[config.mk]
export PLATFORM = sky130hd
export DESIGN_NAME = eth_reg_init_seq
export DESIGN_NICKNAME = d
export VERILOG_FILES = /design/src/rtl/eth_reg_init_seq.sv
export SDC_FILE = /design/constraint.sdc
export NUM_CORES = 1
export LEC_CHECK = 0
export BUFFER_PORTS_ARGS = -buffer_cell sky130_fd_sc_hd__buf_2
export CORE_UTILIZATION = 35
export CTS_CLUSTER_SIZE = 12
export DETAILED_ROUTE_END_ITERATION = 6
export GPL_ROUTABILITY_DRIVEN = 0
export HOLD_SLACK_MARGIN = 0.05
export SYNTH_ARGS = -nofsm -noshare
export SYNTH_HDL_FRONTEND = slang
export SYNTH_SLANG_ARGS = --single-unit
[constraint.sdc]
create_clock -name sysclk -period 2.88 [get_ports sysclk]
set_clock_uncertainty 0.05 [all_clocks]
set_input_delay 0.576 -clock sysclk [delete_from_list [all_inputs] [get_ports sysclk]]
set_output_delay 0.576 -clock sysclk [all_outputs]
set_load 0.05 [all_outputs]
[src/rtl/eth_reg_init_seq.sv]
// Table-driven register initialisation sequencer for a KSZ8851-class Ethernet
// controller. After a warm-up delay it walks an external init-table ROM and
// issues write, read-modify-write and read-and-verify register accesses.
//
// state    | meaning
// ---------+-----------------------------------------------------------
// WARM     | power-up delay before the first table access
// FETCH    | tbl_addr presented to the ROM
// DECODE   | ROM word valid; latch fields and pick the access type
// ISSUE    | first cycle of a request (cmd_req high, timeout count at 0)
// WAIT_ACK | request held until cmd_ack or timeout
// GAP      | idle spacing between VERIFY attempts
// NEXT     | entry finished; advance step or finish on the last slot
// DONE     | table completed, init_done held until restart
// ERROR    | sequence aborted, init_error held until restart
module eth_reg_init_seq #(
  parameter int WARM_CYCLES = 2097152,
  parameter int WARM_W      = 28,
  parameter int TBL_AW      = 5,
  parameter int MAX_RETRY   = 4,
  parameter int RETRY_GAP   = 1024,
  parameter int ACK_TIMEOUT = 65535
) (
  input  logic              sysclk,
  input  logic              reset,
  input  logic              restart,
  output logic [TBL_AW-1:0] tbl_addr,
  input  logic [41:0]       tbl_entry,
  output logic              cmd_req,
  output logic              cmd_wr,
  output logic [7:0]        cmd_offset,
  output logic              cmd_length,
  output logic [15:0]       cmd_wdata,
  input  logic              cmd_ack,
  input  logic [15:0]       rd_data,
  output logic              busy,
  output logic              init_done,
  output logic              init_error,
  output logic [TBL_AW-1:0] err_step,
  output logic [1:0]        err_code
);

  localparam int GAP_W = $clog2(RETRY_GAP + 1);
  localparam int RTY_W = $clog2(MAX_RETRY + 2);
  localparam int TO_W  = $clog2(ACK_TIMEOUT + 1);

  localparam logic [WARM_W-1:0] WARM_LAST = WARM_W'(WARM_CYCLES - 1);
  localparam logic [GAP_W-1:0]  GAP_LAST  = GAP_W'(RETRY_GAP - 1);
  localparam logic [RTY_W-1:0]  RTY_MAX   = RTY_W'(MAX_RETRY);
  localparam logic [TO_W-1:0]   TO_LAST   = TO_W'(ACK_TIMEOUT - 1);

  localparam logic [1:0] OP_WRITE  = 2'd0;
  localparam logic [1:0] OP_RMW    = 2'd1;
  localparam logic [1:0] OP_VERIFY = 2'd2;
  localparam logic [1:0] OP_END    = 2'd3;

  typedef enum logic [3:0] {
    S_WARM, S_FETCH, S_DECODE, S_ISSUE, S_WAIT_ACK, S_GAP, S_NEXT, S_DONE, S_ERROR
  } state_t;

  state_t             state, state_n;
  logic [WARM_W-1:0]  warm_cnt, warm_cnt_n;
  logic [TBL_AW-1:0]  step, step_n;
  logic [1:0]         op_q, op_n;
  logic [15:0]        data_q, data_n;
  logic [15:0]        mask_q, mask_n;
  logic               wr_phase, wr_phase_n;
  logic [TO_W-1:0]    tmo_cnt, tmo_cnt_n;
  logic [GAP_W-1:0]   gap_cnt, gap_cnt_n;
  logic [RTY_W-1:0]   rty_cnt, rty_cnt_n;
  logic               cmd_req_n, cmd_wr_n;
  logic [7:0]         cmd_offset_n;
  logic [15:0]        cmd_wdata_n;
  logic               init_done_n, init_error_n;
  logic [TBL_AW-1:0]  err_step_n;
  logic [1:0]         err_code_n;

  logic               verify_ok;
  logic [15:0]        rmw_merge;

  assign verify_ok  = ((rd_data & mask_q) == (data_q & mask_q));
  assign rmw_merge  = (rd_data & ~mask_q) | (data_q & mask_q);
  assign tbl_addr   = step;
  assign cmd_length = 1'b1;
  assign busy       = (state != S_DONE) && (state != S_ERROR);

  // Next-state and next-register values; every register holds by default.
  always_comb begin
    state_n      = state;
    warm_cnt_n   = warm_cnt;
    step_n       = step;
    op_n         = op_q;
    data_n       = data_q;
    mask_n       = mask_q;
    wr_phase_n   = wr_phase;
    tmo_cnt_n    = tmo_cnt;
    gap_cnt_n    = gap_cnt;
    rty_cnt_n    = rty_cnt;
    cmd_req_n    = cmd_req;
    cmd_wr_n     = cmd_wr;
    cmd_offset_n = cmd_offset;
    cmd_wdata_n  = cmd_wdata;
    init_done_n  = init_done;
    init_error_n = init_error;
    err_step_n   = err_step;
    err_code_n   = err_code;

    case (state)
      S_WARM: begin
        if (warm_cnt == WARM_LAST) begin
          warm_cnt_n = '0;
          state_n    = S_FETCH;
        end else begin
          warm_cnt_n = warm_cnt + 1'b1;
        end
      end

      S_FETCH: state_n = S_DECODE;

      // ROM word is valid one cycle after the address, i.e. in this state.
      S_DECODE: begin
        op_n         = tbl_entry[41:40];
        cmd_offset_n = tbl_entry[39:32];
        data_n       = tbl_entry[31:16];
        mask_n       = tbl_entry[15:0];
        wr_phase_n   = 1'b0;
        if (tbl_entry[41:40] == OP_END) begin
          init_done_n = 1'b1;
          state_n     = S_DONE;
        end else begin
          cmd_wr_n    = (tbl_entry[41:40] == OP_WRITE);
          cmd_wdata_n = (tbl_entry[41:40] == OP_WRITE) ? tbl_entry[31:16] : 16'h0000;
          cmd_req_n   = 1'b1;
          tmo_cnt_n   = '0;
          state_n     = S_ISSUE;
        end
      end

      S_ISSUE, S_WAIT_ACK: begin
        if (cmd_ack) begin
          cmd_req_n = 1'b0;
          if (op_q == OP_RMW && !wr_phase) begin
            // read phase done: merge and reissue as the write phase
            cmd_wdata_n = rmw_merge;
            cmd_wr_n    = 1'b1;
            wr_phase_n  = 1'b1;
            cmd_req_n   = 1'b1;
            tmo_cnt_n   = '0;
            state_n     = S_ISSUE;
          end else if (op_q == OP_VERIFY && !verify_ok) begin
            if (rty_cnt < RTY_MAX) begin
              gap_cnt_n = '0;
              state_n   = S_GAP;
            end else begin
              init_error_n = 1'b1;
              err_step_n   = step;
              err_code_n   = 2'd1;
              state_n      = S_ERROR;
            end
          end else begin
            state_n = S_NEXT;
          end
        end else if (tmo_cnt == TO_LAST) begin
          cmd_req_n    = 1'b0;
          init_error_n = 1'b1;
          err_step_n   = step;
          err_code_n   = 2'd2;
          state_n      = S_ERROR;
        end else begin
          tmo_cnt_n = tmo_cnt + 1'b1;
          state_n   = S_WAIT_ACK;
        end
      end

      S_GAP: begin
        if (gap_cnt == GAP_LAST) begin
          rty_cnt_n = rty_cnt + 1'b1;
          cmd_req_n = 1'b1;
          tmo_cnt_n = '0;
          state_n   = S_ISSUE;
        end else begin
          gap_cnt_n = gap_cnt + 1'b1;
        end
      end

      // Last slot without an END entry finishes the table implicitly.
      S_NEXT: begin
        rty_cnt_n = '0;
        if (step == '1) begin
          init_done_n = 1'b1;
          state_n     = S_DONE;
        end else begin
          step_n  = step + 1'b1;
          state_n = S_FETCH;
        end
      end

      S_DONE, S_ERROR: begin
        if (restart) begin
          init_done_n  = 1'b0;
          init_error_n = 1'b0;
          err_step_n   = '0;
          err_code_n   = 2'd0;
          step_n       = '0;
          state_n      = S_FETCH;
        end
      end

      default: state_n = S_WARM;
    endcase
  end

  // State and datapath registers with synchronous active-low reset.
  always_ff @(posedge sysclk) begin
    if (!reset) begin
      state      <= S_WARM;
      warm_cnt   <= '0;
      step       <= '0;
      op_q       <= OP_WRITE;
      data_q     <= '0;
      mask_q     <= '0;
      wr_phase   <= 1'b0;
      tmo_cnt    <= '0;
      gap_cnt    <= '0;
      rty_cnt    <= '0;
      cmd_req    <= 1'b0;
      cmd_wr     <= 1'b0;
      cmd_offset <= '0;
      cmd_wdata  <= '0;
      init_done  <= 1'b0;
      init_error <= 1'b0;
      err_step   <= '0;
      err_code   <= 2'd0;
    end else begin
      state      <= state_n;
      warm_cnt   <= warm_cnt_n;
      step       <= step_n;
      op_q       <= op_n;
      data_q     <= data_n;
      mask_q     <= mask_n;
      wr_phase   <= wr_phase_n;
      tmo_cnt    <= tmo_cnt_n;
      gap_cnt    <= gap_cnt_n;
      rty_cnt    <= rty_cnt_n;
      cmd_req    <= cmd_req_n;
      cmd_wr     <= cmd_wr_n;
      cmd_offset <= cmd_offset_n;
      cmd_wdata  <= cmd_wdata_n;
      init_done  <= init_done_n;
      init_error <= init_error_n;
      err_step   <= err_step_n;
      err_code   <= err_code_n;
    end
  end

endmodule

==> summary.md <==
| Metric | Value |
|---|---|
| Simple-gate share of the synthesized area | 24.27% |
| Setup TNS | 0 ps |
| I/O pins | approximately 100 |
| Detailed-router iteration count before antenna repair | 7 |
| Buffers added on ports | 102 |
| Share of cells above drive strength 1 | 19.40% |
| Largest family of logic cells by synthesized area | simple AND/OR/NAND/NOR gates |
| Core ar. | approximately 18000 sq um |
| Minimum clock period | 2763 ps |
| XOR/XNOR Fraction of Synth Area | 8.460% |
| Power density over the cells | between 500 and 600 nW/um^2 |
| Via-to-Cell Ratio | approximately 5.1 |
| Total congestion overflow | 0 |
| Slew Viols, Final | 0 |
| FP Rows | 49 |
| Relative slew slack | between 20% and 30% |
| DIE WIDTH | 138.5 um |
| Worst-margin pin slew | 1086 ps |
| Crit end category | output port |
| Worst setup margin | between 100 and 150 ps |
| Crit path kind | reg -> out |
| Die area | 19190 sq um |
| Final worst-path cycle share | 95.95% |
| Final setup fails | 0 |
| Mux cell area share after synthesis | just over 4% |
| Fillers | roughly 1.8k |
| Critical path required time | around 2300 ps |
| Hold crit path type | in -> reg |
| Seq/Total Area, Yosys | 42.05% |
| Cts-stage hold buffer count | 0 |
| Max Freq | 0.3619 GHz |
| Sink Count | 137 |
| Routed wire length per instance | around 14 um |
| Initial DRC Count | 362 |
| Syn Nets | 855 |
| Maximum vdd ir drop | 0.0004265 V |
| Final wirelength | 16.16 mm |
| Status | finished with violations |
| Pleak | 3.009 nW |
| Async SR Flop Fraction | 0% |
| Avg Inst Size Synth | 8.298 sq um |
| Area growth, synth to finish | 20.74% |
| Initial core utilization | 36.06% |
| Max-cap check violation count | 0 |
| Synth Area in Adders | 1.343% |
| Place WS | 276.4 ps |
| Compound-Gate Fraction of Synth Area | 16.08% |
| Seq cells post-synth | approximately 140 |
| Root Buffer | clkbuf_16 |
| Diodes inserted | 0 |
| Deepest clock path buffer count | 2 |
| DRC | 2 |
| Total GRT Usage | between 10% and 20% |
| Num CTS Buffers | 17 |
| Netlist cell types | 67 |
| Routed Antenna Nets | 0 |
| Hold Vio Cnt, Final | 0 |
| Initial antenna violation count | 0 |
| Number of global-route vias before repair | 5327 |
| Worst r2r src | tmo_cnt[0] |
| Syn. warnings | 0 |
| Synth top area cells | dfxtp_1, nand2_1, xor2_1 |
| Post-synth top area cell | dfxtp_1 |
| WP data arrival | roughly 2100 ps |
| Worst-path fanout max | 13 |
| Post-synth top area share | 42.05% |
| Worst skew pair latency | between 400 and 500 ps |
| Final core occ | 43.54% |
| Post-Syn Area | 6523 sq um |
| Routed via count | 5754 |
| Crit. Startpoint | state[0] |
| EDFF count, synth | 0 |
| Largest net degree at the start of global routing | 58 |
| Dominant synthesized flop cell | dfxtp_1 |
| Violated checks | DRC |
| HP Start | tbl_entry[3] |
| DP HPWL | 11.48 mm |
| Global-route wire length before repair | 26.79 mm |
| TritonCTS clock tree | done |
| Nets | 953 |
| H-tree levels | 4 |
| Die Span Y | 138.5 um |
| Reg clk slew, reported paths | 60 ps |
| Cells after Synth | 786 |
| RSZ-0062 raised after global routing | false |
| CP Launch Type | flip-flop |
synthesized netlist by cell type, types with 10 or more instances:
cell type	count
a31oi_1	15
mux2i_1	24
nor3_1	10
nor2_1	102
inv_1	10
a22oi_1	10
a21oi_1	59
xnor2_1	17
xor2_1	46
a211oi_1	16
and3_1	11
nand2_1	128
clkbuf_1	34
nand4_1	15
o21ai_0	13
dfxtp_1	137
nand3_1	28
path summary, 6_finish.rpt:
check             depth (start not counted)  slack (ps)          end
setup / recovery                          3         120         busy
setup reg to reg                          8         320   tmo_cnt[4]
hold / removal                            3         340    mask_q[3]
hold reg to reg                           2         400  gap_cnt[10]
area by class of cell:
| cell class | count | area, sq um | share of cell area, % |
|---|---|---|---|
| Clock buffer | 17 | 425.4 | 5.402 |
| Clock inverter | 15 | 153.9 | 1.954 |
| Inverter | 11 | 41.29 | 0.5243 |
| Multi-Input combinational cell | 594 | 3542 | 44.98 |
| Sequential cell | 137 | 2745 | 34.86 |
| Tap cell | 229 | 286.5 | 3.638 |
| Timing Repair Buffer | 123 | 680.7 | 8.643 |
flip-flops by register name, summed over array words and instances, names as in the netlist, 8 cells and up:
name,flops
gap_cnt,11
warm_cnt,28
data_q,16
cmd_wdata,16
tmo_cnt,16
mask_q,16
cmd_offset,8
where the power goes:
group / switching (mW) / leakage, nW / internal, mW / total (mW)
Clock: 0.865 / 0.275 / 1.27 / 2.14
Sequential: 0.00312 / 1.10 / 1.90 / 1.90
Combinational: 0.0880 / 1.63 / 0.0579 / 0.146
routing by layer:
metal,wire length (um),global-route usage [%],up-vias
met5,0,0,-
met2,7470,27.30,105
li1,-,-,2963
met3,667,3.845,17
met4,279,6.387,0
met1,7739,23.08,2669
worst max-delay path, cell delays in order, from the launching register on:
cell	delay (ps)
dfxtp_1	450
or4b_2	760
o31a_1	240
buf_2	260
stage by stage:
step / instances / power, mW / hold WS (ps) / cell area [sq um]
3_3_place_gp: 1094 / 2.090 / 391.4 / 7293
4_1_cts: 1126 / 4.237 / 322.7 / 7873
5_1_grt: 1126 / 4.328 / 335.2 / 7875
3_5_place_dp: 1094 / 2.089 / 392.3 / 7293
2_1_floorplan: 786 / 2.013 / 369.2 / 6523
6_report: 1126 / 4.186 / 337.3 / 7875
repair_timing:
item	in CTS	in global routing
endpoints found under the setup margin	0	1
setup buffers	0	0
gates resized for setup	0	2
cell families after synthesis:
| family | count (synthesis) |
|---|---|
| adders and majority gates | 7 |
| AOI/OAI and AO/OA | 159 |
| muxes | 26 |
| buffers and inverters | 55 |
| DFF | 137 |
| xor gates and xnor gates | 63 |
| and+or+nand+nor | 338 |
| other | 1 |
cell usage in the layout, fill, tap and decap left out, types with 13 or more instances in the layout:
| cell type | Yosys | layout |
|---|---|---|
| nand4_1 | 15 | 15 |
| buf_4 | 2 | 20 |
| xor2_1 | 46 | 46 |
| a21oi_1 | 59 | 59 |
| clkbuf_16 | 0 | 17 |
| mux2i_1 | 24 | 24 |
| o21ai_0 | 13 | 13 |
| nand3_1 | 28 | 28 |
| buf_2 | 5 | 102 |
| a211oi_1 | 16 | 16 |
| nor2_1 | 102 | 102 |
| dfxtp_1 | 137 | 135 |
| nand2_1 | 128 | 128 |
| a31oi_1 | 15 | 15 |
| xnor2_1 | 17 | 17 |
Power figures use the tool's default switching activity.
